`src/rtl/ddr3_cmd_arbiter_pkg.sv`:
```
// -----------------------------------------------------------------------------
// ddr3_cmd_arbiter_pkg
// Shared DDR3 definitions for the controller. The DDL command arbiter takes its
// state encodings, grant codes, command encodings and round-robin helper from
// here.
//   arb_state_e : arbiter FSM state. Its numeric value is the gnt_o code.
//   GNT_*       : grant codes (0 none, 1 cfg, 2 ctl, 3 byp).
//   CMD_*       : DDR3 command encodings {RAS#, CAS#, WE#}.
//   rr_pick     : ctl/byp round-robin choice.
// -----------------------------------------------------------------------------
package ddr3_cmd_arbiter_pkg;

   typedef enum logic [1:0] {
      ST_IDLE    = 2'd0,
      ST_GNT_CFG = 2'd1,
      ST_GNT_CTL = 2'd2,
      ST_GNT_BYP = 2'd3
   } arb_state_e;

   localparam logic [1:0] GNT_NONE = 2'd0;
   localparam logic [1:0] GNT_CFG  = 2'd1;
   localparam logic [1:0] GNT_CTL  = 2'd2;
   localparam logic [1:0] GNT_BYP  = 2'd3;

   localparam logic [2:0] CMD_MRS = 3'b000;
   localparam logic [2:0] CMD_REF = 3'b001;
   localparam logic [2:0] CMD_PRE = 3'b010;
   localparam logic [2:0] CMD_ACT = 3'b011;
   localparam logic [2:0] CMD_WR  = 3'b100;
   localparam logic [2:0] CMD_RD  = 3'b101;
   localparam logic [2:0] CMD_ZQC = 3'b110;
   localparam logic [2:0] CMD_NOP = 3'b111;

   // Round-robin pointer values: which of ctl/byp wins a tie.
   localparam logic RR_FAVOUR_CTL = 1'b0;
   localparam logic RR_FAVOUR_BYP = 1'b1;

   // A tie goes to the favoured requester. A single request always wins.
   function automatic arb_state_e rr_pick(logic favour, logic ctl_req, logic byp_req);
      if (ctl_req && byp_req) return (favour == RR_FAVOUR_BYP) ? ST_GNT_BYP : ST_GNT_CTL;
      if (ctl_req)            return ST_GNT_CTL;
      if (byp_req)            return ST_GNT_BYP;
      return ST_IDLE;
   endfunction

endpackage

```
`src/rtl/ddr3_cmd_arbiter.sv`:
```
// -----------------------------------------------------------------------------
// ddr3_cmd_arbiter
// Arbitrates three command sources onto the single DDL command port.
//   clock, reset          : clock and asynchronous active-high reset
//   cfg_*                 : config/refresh requester (highest priority, one
//                           command per grant, never sequenced)
//   ctl_*                 : memory-controller FSM requester (may sequence)
//   byp_*                 : bypass requester (may sequence)
//   ddl_req_o/seq/cmd/ba/adr, ddl_rdy_i : downstream command handshake
//   gnt_o                 : current owner (0 none, 1 cfg, 2 ctl, 3 byp)
// The owner's command passes to the DDL combinationally. Leaving IDLE costs one
// cycle of arbitration. Every grant returns through IDLE.
// A sequenced owner (seq=1) keeps the grant, even with its req low, until it
// sends seq=0. After LOCK_MAX sequenced transfers, the next transfer always ends
// the grant.
// -----------------------------------------------------------------------------
module ddr3_cmd_arbiter
   import ddr3_cmd_arbiter_pkg::*;
#(
   parameter  int DDR_ROW_BITS = 15,
   parameter  int LOCK_MAX     = 64,
   localparam int RSB          = DDR_ROW_BITS - 1
) (
   input  logic         clock,
   input  logic         reset,

   input  logic         cfg_req_i,
   output logic         cfg_rdy_o,
   input  logic [2:0]   cfg_cmd_i,
   input  logic [2:0]   cfg_ba_i,
   input  logic [RSB:0] cfg_adr_i,

   input  logic         ctl_req_i,
   input  logic         ctl_seq_i,
   output logic         ctl_rdy_o,
   input  logic [2:0]   ctl_cmd_i,
   input  logic [2:0]   ctl_ba_i,
   input  logic [RSB:0] ctl_adr_i,

   input  logic         byp_req_i,
   input  logic         byp_seq_i,
   output logic         byp_rdy_o,
   input  logic [2:0]   byp_cmd_i,
   input  logic [2:0]   byp_ba_i,
   input  logic [RSB:0] byp_adr_i,

   output logic         ddl_req_o,
   output logic         ddl_seq_o,
   output logic [2:0]   ddl_cmd_o,
   output logic [2:0]   ddl_ba_o,
   output logic [RSB:0] ddl_adr_o,
   input  logic         ddl_rdy_i,

   output logic [1:0]   gnt_o
);

   localparam int               CNT_W   = $clog2(LOCK_MAX + 1);
   localparam logic [CNT_W-1:0] CNT_MAX = CNT_W'(LOCK_MAX);

   arb_state_e       state_q, state_d;
   logic             lock_q,  lock_d;
   logic [CNT_W-1:0] cnt_q,   cnt_d;
   logic             rr_q,    rr_d;
   logic             xfer;

   assign xfer  = ddl_req_o & ddl_rdy_i;
   assign gnt_o = state_q;

   // State register
   always_ff @(posedge clock or posedge reset) begin
      if (reset) begin
         state_q <= ST_IDLE;
         lock_q  <= 1'b0;
         cnt_q   <= '0;
         rr_q    <= RR_FAVOUR_CTL;
      end else begin
         state_q <= state_d;
         lock_q  <= lock_d;
         cnt_q   <= cnt_d;
         rr_q    <= rr_d;
      end
   end

   // Next-state logic
   always_comb begin
      state_d = state_q;
      lock_d  = lock_q;
      cnt_d   = cnt_q;
      rr_d    = rr_q;
      case (state_q)
         ST_IDLE: begin
            lock_d = 1'b0;
            cnt_d  = '0;
            if (cfg_req_i) begin
               state_d = ST_GNT_CFG;
            end else begin
               state_d = rr_pick(rr_q, ctl_req_i, byp_req_i);
               // The requester just granted loses the next tie.
               if (state_d == ST_GNT_CTL)      rr_d = RR_FAVOUR_BYP;
               else if (state_d == ST_GNT_BYP) rr_d = RR_FAVOUR_CTL;
            end
         end
         ST_GNT_CFG: begin
            if (xfer) state_d = ST_IDLE;
         end
         default: begin
            if (xfer) begin
               if (!ddl_seq_o || cnt_q == CNT_MAX) begin
                  // End of sequence, or the lock budget is used up.
                  state_d = ST_IDLE;
                  lock_d  = 1'b0;
                  cnt_d   = '0;
               end else begin
                  lock_d = 1'b1;
                  cnt_d  = cnt_q + 1'b1;
               end
            end else if (!ddl_req_o && !lock_q) begin
               state_d = ST_IDLE;
            end
         end
      endcase
   end

   // Output mux: IDLE drives every output to zero, and so does reset.
   always_comb begin
      ddl_req_o = 1'b0;
      ddl_seq_o = 1'b0;
      ddl_cmd_o = '0;
      ddl_ba_o  = '0;
      ddl_adr_o = '0;
      cfg_rdy_o = 1'b0;
      ctl_rdy_o = 1'b0;
      byp_rdy_o = 1'b0;
      case (state_q)
         ST_GNT_CFG: begin
            ddl_req_o = cfg_req_i;
            ddl_cmd_o = cfg_cmd_i;
            ddl_ba_o  = cfg_ba_i;
            ddl_adr_o = cfg_adr_i;
            cfg_rdy_o = ddl_rdy_i;
         end
         ST_GNT_CTL: begin
            ddl_req_o = ctl_req_i;
            ddl_seq_o = ctl_seq_i;
            ddl_cmd_o = ctl_cmd_i;
            ddl_ba_o  = ctl_ba_i;
            ddl_adr_o = ctl_adr_i;
            ctl_rdy_o = ddl_rdy_i;
         end
         ST_GNT_BYP: begin
            ddl_req_o = byp_req_i;
            ddl_seq_o = byp_seq_i;
            ddl_cmd_o = byp_cmd_i;
            ddl_ba_o  = byp_ba_i;
            ddl_adr_o = byp_adr_i;
            byp_rdy_o = ddl_rdy_i;
         end
         default: ;
      endcase
   end

endmodule

```
`config.mk`:
```
export PLATFORM = sky130hd
export DESIGN_NAME = ddr3_cmd_arbiter
export DESIGN_NICKNAME = d
export VERILOG_FILES = /design/src/rtl/ddr3_cmd_arbiter_pkg.sv /design/src/rtl/ddr3_cmd_arbiter.sv
export SDC_FILE = /design/constraint.sdc
export NUM_CORES = 1
export LEC_CHECK = 0
export CAP_MARGIN = 20
export CORE_ASPECT_RATIO = 2
export CORE_UTILIZATION = 33
export DETAILED_ROUTE_END_ITERATION = 6
export MAX_ROUTING_LAYER = met4
export PLACE_DENSITY = 0.82
export SLEW_MARGIN = 25
export SYNTH_ARGS = -nofsm -noshare
export SYNTH_HDL_FRONTEND = slang
export SYNTH_SLANG_ARGS = --single-unit
export TNS_END_PERCENT = 100
```
`constraint.sdc`:
```
create_clock -name clock -period 1.8 [get_ports clock]
set_input_delay 0.36 -clock clock [delete_from_list [all_inputs] [get_ports clock]]
set_output_delay 0.36 -clock clock [all_outputs]
set_load 0.02 [all_outputs]
```
Word level (Yosys, flattened, before mapping)
Cells that the tools add are included.
{ "totals": {"reg_bits": 11, "latch_bits": 0, "ram_bits": 0, "mem_bits_ro": 0, "out_inout_bits": 28, "mem_count": 0} }
{ "op_classes": {"add_sub_neg": 1, "multipliers": 0, "n_div": 0, "magnitude_cmp": 0, "n_eq_ne": 8, "n_shift": 0, "mux": 43, "n_bitwise": 3, "reduce_logical": 13} }
{ "ops": {"columns": ["op", "n"], "rows": [
  ["$pmux W15 S3", 1],
  ["$mux W2", 13],
  ["$mux W1", 20],
  ["$pmux W3 S3", 2],
  ["$mux W7", 2],
  ["$pmux W7 S2", 1],
  ["$eq A2 B2 Y1 const B", 4],
  ["$add A7 B1 Y7 const B", 1],
  ["$eq A7 B7 Y1 const B", 1],
  ["$reduce_and A3 Y1", 2],
  ["$ne A4 B1 Y1 const B", 1],
  ["$pmux W1 S2", 2],
  ["$pmux W2 S2", 1],
  ["$reduce_bool A2 Y1", 2],
  ["$logic_not A1 Y1", 3],
  ["$pmux W1 S3", 1],
  ["$reduce_bool A3 Y1", 1],
  ["$eq A2 B1 Y1 const B", 1],
  ["$logic_and A1 B1 Y1", 2],
  ["$logic_not A2 Y1", 1],
  ["$ne A2 B2 Y1 const B", 1],
  ["$not A1 Y1", 2],
  ["$reduce_and A2 Y1", 1],
  ["$and A1 B1 Y1", 1],
  ["$logic_or A1 B1 Y1", 1]
]} }

Depth between registers and ports, before layout
Gate-level depths: netlist of run 1.
{ "depth": {"ltp_word": 19, "ltp_mapped": 6, "mapped_depth_nobuf": 5} }

Worst setup path after synthesis of run 1
OpenSTA, ideal clock, no wires.
{ "synth_path": {"path_type": "register to output", "startpoint": "reg state_q[1] (netlist: gnt_o[1])", "endpoint": "out ddl_adr_o[0]", "arrival_time_ns": 1.546, "required_time_ns": 1.440, "slack_ns": -0.106, "stages_incl_launch_ff": 5, "path_buffers": 2, "path_cell_list": "dfrtp_1 buf_6 clkbuf_1 mux2_2 a22o_1"} }
{ "synth_via": {"elab_chain_cells": 2} }
{ "synth_rtl": {"columns": ["element", "line_no", "rtl"], "rows": [
  ["start, declared", "ddr3_cmd_arbiter.sv:60", "arb_state_e state_q, state_d;"],
  ["start signal, assigned", "ddr3_cmd_arbiter.sv:77", "state_q <= state_d;"],
  ["$eq A2 B2 Y1 or $eq A2 B1 Y1 (tied branches)", "ddr3_cmd_arbiter.sv:134", "case (state_q)"],
  ["$pmux W15 S3 (*)", "ddr3_cmd_arbiter.sv:134", null],
  ["end, declared", "ddr3_cmd_arbiter.sv:51", "output logic [RSB:0] ddl_adr_o,"]
]} }
Mark *: on every way between the ends. The rest lies on a longest branch, timed or not.

Worst setup path after layout of run 1
{ "layout_path": {"startpoint": "reg state_q[1] (netlist: gnt_o[1])", "endpoint": "out ddl_adr_o[8]"} }
Same word-level chain as after synthesis.

==> metrics, run 1 <==
post-synth top area cell=dfrtp_1; drt first pass iters=4; clk_skew=3.91 ps; Synth Register Bits=11; reg2reg start=gnt_o[1]; warnings from Yosys=0; first-pass GRT wire length=6850 um; synthesized area=0.00121 mm^2; Final Cycle Share=107%; CTS root buf=clkbuf_8; DRC viols=0; Clock Latency Late Sink=240 ps; ant diodes=0; Worst EP required=1440 ps; Post-synth top cells=a22o_1 (22), mux2_2 (22), nand2_1 (12), dfrtp_1 (11), nor2_1 (8); initial antenna violation count=0; Pins Over Slew Limit=0; CP max stage cell=dfrtp_2; GR Util All Layers=24.5%; CP Cell Sequence=buf_6 > buf_6 > mux2_2 > a22o_1 > buf_6; Final min period=1930 ps; Min Hold Slack=413 ps; Synth async-reset ratio=100%; Slew Limit Headroom=71.0%; number of H-tree branching levels=1; Max Root-Sink Buffers=2; Post-synth EDFFs=0; critical path arrival=1570 ps; Setup CP Type=reg -> out; # IOs=99; DRT iter0 DRCs=26; Clock Pin Slew Worst Setup and Hold Paths=50 ps; Starting Density=34.9%; Fmax=0.518 GHz; PortBufs=98; Area contributors post-synth=dfrtp_1 (23%), mux2_2 (21%), a22o_1 (16%), nand2_1 (3.7%), nor2_1 (2.5%); largest net degree at the start of global routing=22; Cells after Synth=136; setup violators final=21; post-synthesis sequential area ratio=22.8%; Synth top area share=22.8%; Synth Net Count=209; HPWL Detailed=3650 um; total gr overflow=0; die footprint=0.00392 mm^2; Area growth, synth to finish=100%; routed wire length=4680 um; Worst Setup End Kind=output pin; LEAKAGE=0.00110 uW; core footprint=0.00345 mm^2; DR WL/cell=15.7 um; Antenna Nets Post-Route=0; Worst R2R Path Depth=7; r2r setup slk=30 ps; Mean Syn Cell Area=8.87 um^2; RSZ-0062 raised after global routing=true; worst hold path class=in -> async; vias in the first global route=1534; Max-Cap Viols=0; Distinct cells, synth=41; FP Rows=30; Worst Tran Pin Value=434 ps; Die H=87.5 um; PnR Total Power=3260 uW; ys flop type=dfrtp_1; final net count=323; RR Endpoint=cnt_q[4]; CTS tree=done; VDD IR max=0.887 mV; vias per std cell=5.23; Core Util, Final=69.9%; layout cell share with drive strength beyond 1=32.9%; setup ws final=-132 ps; hold buffer count at cts=0; highest fanout seen on the critical path=5; CTS Buf Count=3; Hold Vio Cnt, Final=0; Worst setup SP type=flop; most used cell, CP=buf_6; FILL cells=285; CP peak stage delay=430 ps; status=finished, violations left; P per Cell Area=1350 mW/mm^2; Num Clock Sinks=11; die width=44.8 um; via count=1553; failing checks=negative setup slack; RePlAce Congestion=0.781
[layout by cell type (no fill, tap or decap), drive strengths merged, types with 2 or more instances in the layout]
cell           instances
a211o                  2
a21oi                  3
a22o                  22
and3                   2
buf                   45
clkbuf                 6
clkdlybuf4s50         70
dfrtp                 11
dlygate4sd2            2
ha                     2
inv                    5
mux2                  23
nand2                 12
nand2b                 2
nand3                  2
nor2                   8
nor2b                  2
nor3                   3
o21a                   2
o21ai                  5
[worst max-delay path, delay by kind of cell, from the launching register on]
| family | cells | cell delay (ps) |
|---|---|---|
| compound gates | 1 | 190 |
| buf+inv | 3 | 390 |
| flops | 1 | 430 |
| mux | 1 | 320 |
[per-stage QoR]
step / setup TNS, ps / cell area [um^2] / cells / setup WS (ps)
after detailed placement: -8490 / 2340 / 287 / -428
after CTS: -1710 / 2360 / 294 / -160
after global routing: -2230 / 2410 / 297 / -161
after floorplan: 0 / 1210 / 136 / 0.538
final: -1420 / 2410 / 297 / -132
after global placement: -8170 / 2340 / 287 / -425
[final cells by class]
type                       instances  area, um^2  area share, %
timing repair buffer             120        1120           46.3
multi-input combinational        109         895           37.1
sequential                        11         277           11.5
tap                               48        60.1           2.49
clock buffer                       4        45.0           1.87
inverter                           5        18.8          0.778
[power by group]
group	internal [uW]	switching (uW)	leakage (uW)
sequential	309	63.3	0.000143
clock	155	92.6	0.0000228
combinational	1390	1240	0.000931
total	1860	1400	0.00110
[sequential cells by signal (all words and copies together) (netlist names)]
| name | flops |
|---|---|
| rr_q | 1 |
| cnt_q | 7 |
| gnt_o | 2 |
| lock_q | 1 |
[worst max-delay path by stage]
stage	start	endpoint	slack, ps	cells after the start
detailed placement	cfg_req_i	ddl_req_o	-430	4
CTS	gnt_o[1]	ddl_adr_o[1]	-160	4
global route	gnt_o[1]	ddl_adr_o[4]	-160	5
global placement	cfg_req_i	ddl_req_o	-420	4
finish	gnt_o[1]	ddl_adr_o[8]	-130	5
floorplan	gnt_o[1]	ddl_ba_o[0]	0.5	4
[repair_timing]
item | 4_1_cts | 5_1_grt
buffers inserted | 3 | 3
endpoints found under the setup margin | 28 | 27
gates resized for setup | 117 | 17
pin swaps | 1 | 2
[metal layers]
layer | global-route usage (%) | vias up | wire, um
li1 | - | 751 | -
met1 | 23.1 | 715 | 1680
met2 | 44.8 | 76 | 2450
met3 | 4.15 | 11 | 396
met4 | 12.7 | 0 | 151
met5 | - | - | 0
[cells by family (layout without fill, tap and decap cells)]
family / after synthesis / count (layout) / synth area share (%)
AO/OA/AOI/OAI: 44 / 44 / 29.3
AND/OR/NAND/NOR: 38 / 38 / 16.6
multiplexers: 24 / 24 / 22.6
buffers and inverters: 16 / 129 / 5.91
flip-flops: 11 / 11 / 22.8
adder cells (fa/ha/maj): 2 / 2 / 2.07
XOR/XNOR: 1 / 1 / 0.726
(Power assumes the default switching activity.)
==> inputs of run 2 (changes only) <==
--- a/config.mk
+++ b/config.mk
@@ -11,6 +11,7 @@
 export DETAILED_ROUTE_END_ITERATION = 6
 export MAX_ROUTING_LAYER = met4
 export PLACE_DENSITY = 0.82
+export RECOVER_POWER = 50
 export SLEW_MARGIN = 25
 export SYNTH_ARGS = -nofsm -noshare
 export SYNTH_HDL_FRONTEND = slang
==> run 2 against run 1 <==
  * The flow still finishes with violations (negative setup slack)
  * First-iteration DRC count did not move
  * Clock power barely moved
  * Via count did not move
  * Count of clock-buffer cells in the layout did not move
  * Die area did not move
  * Combinational power barely moved
  * Global-route usage did not move
  * Total power barely moved
  * Sequential power barely moved
  * Critical path depth did not move
  * Core utilization did not move
  * Sequential share of layout area did not move
==> metrics, run 2 (synthesized netlist as in run 1, its figures left out) <==
HPWL Detailed=3650 um; setup ws final=-132 ps; CTS tree=done; worst hold path class=reg -> reg; GR Util All Layers=24.5%; Fmax=0.518 GHz; most used cell, CP=buf_6; DR WL/cell=15.7 um; CP peak stage delay=430 ps; Setup CP Type=reg -> out; highest fanout seen on the critical path=5; Min Hold Slack=481 ps; Placed Instances=287; most common cell after layout, fill and taps aside=clkdlybuf4s50_1; Core Util, Final=69.9%; LEAKAGE=0.00110 uW; Starting Density=34.9%; die width=44.8 um; # IOs=99; layout cell share with drive strength beyond 1=32.9%; DRC viols=0; failing checks=negative setup slack; core footprint=0.00345 mm^2; post-route cell area=0.00241 mm^2; Worst setup SP type=flop; most frequent cells in the layout=clkdlybuf4s50_1 (69), a22o_1 (21), mux2_2 (19), buf_4 (17); DRT iter0 DRCs=26; status=finished, violations left; vias in the first global route=1534; crit path buf inv count=3; Antenna Nets Post-Route=0; CTS Buf Count=3; Final min period=1930 ps; total gr overflow=0; Worst Tran Pin Value=434 ps; drt first pass iters=4; Final Cycle Share=107%; final net count=323; critical path arrival=1570 ps; clk_skew=3.91 ps; Clock Pin Slew Worst Setup and Hold Paths=50 ps; Area growth, synth to finish=100%; die footprint=0.00392 mm^2; Num Clock Sinks=11; Max-Cap Viols=0; Worst EP required=1440 ps; initial antenna violation count=0; FP Rows=30; vias per std cell=5.23; Max Root-Sink Buffers=2; PortBufs=98; number of H-tree branching levels=1; CP max stage cell=dfrtp_2; kind of cell adding the most delay to the critical path=flip-flops; largest net degree at the start of global routing=22; ant diodes=0; Hold Vio Cnt, Final=0; CP Cell Sequence=buf_6 > buf_6 > mux2_2 > a22o_1 > buf_6; Final Non-Filler Cells=297; RSZ-0062 raised after global routing=true; via count=1553; P per Cell Area=1350 mW/mm^2; RePlAce Congestion=0.781; Clock Latency Late Sink=240 ps; Worst Setup End Kind=output pin; hold buffer count at cts=0; VDD IR max=0.887 mV; setup violators final=21; Pins Over Slew Limit=0; max reg flops=7; Area after DPL=0.00234 mm^2; CTS root buf=clkbuf_8; Slew Limit Headroom=71.0%; first-pass GRT wire length=6850 um; routed wire length=4680 um; Die H=87.5 um; most flop-heavy register=cnt_q
-- run 2: changes by cell type in the layout (fill, tap and decap cells not counted) --
cell | previous run | this run
clkdlybuf4s50_1 | 70 | 69
dlygate4sd3_1 | 0 | 1
-- run 2: metal layers --
metal / track usage [%] / vias to the layer above / wire length (um)
li1: - / 751 / -
met1: 23.1 / 715 / 1680
met2: 44.8 / 76 / 2450
met3: 4.15 / 11 / 396
met4: 12.7 / 0 / 151
met5: - / - / 0
-- run 2: final cells by class --
cell class	instances	area, um^2
repair buffers	120	1120
fillers	285	1040
multi-input cells	109	895
flip-flops and latches	11	277
well taps	48	60.1
clock buffers	4	45.0
inverters	5	18.8
-- run 2: worst paths after layout --
path | to | depth (start not counted) | slack (ps) | start
min in group asynchronous | cnt_q[4] | 2 | 550 | reset
setup / recovery | ddl_adr_o[8] | 5 | -130 | gnt_o[1]
setup reg to reg | cnt_q[4] | 7 | 30 | gnt_o[1]
hold / removal | rr_q | 1 | 480 | rr_q
hold reg to reg | rr_q | 1 | 480 | rr_q
max in group asynchronous | gnt_o[1] | 2 | 920 | reset
-- run 2: metrics by stage --
step,power (uW),setup TNS (ps),setup slack (ps)
final,3260,-1420,-132
after global routing,3440,-2230,-161
after CTS,3150,-1710,-160
after detailed placement,2960,-8490,-428
after global placement,2940,-8170,-425
after floorplan,1820,0,0.538
-- run 2: timing repair --
item / in CTS / in global routing
buffers inserted: 3 / 3
setup endpoints to repair: 28 / 27
pin swaps: 1 / 2
resized for setup: 117 / 17
-- run 2: power breakdown --
| part | switching (uW) | leakage [uW] | internal, uW |
|---|---|---|---|
| sequential | 63.3 | 0.000143 | 309 |
| clock | 92.6 | 0.0000228 | 155 |
| combinational | 1240 | 0.000932 | 1390 |
| total | 1400 | 0.00110 | 1860 |
-- run 2: worst register-to-register path, stage by stage, from the launching register on --
cell and delay [ps]:
dfrtp_2 450, buf_6 160, buf_6 110, buf_4 120, buf_4 130, a21boi_0 130
o21a_2 270, a211o_1 300
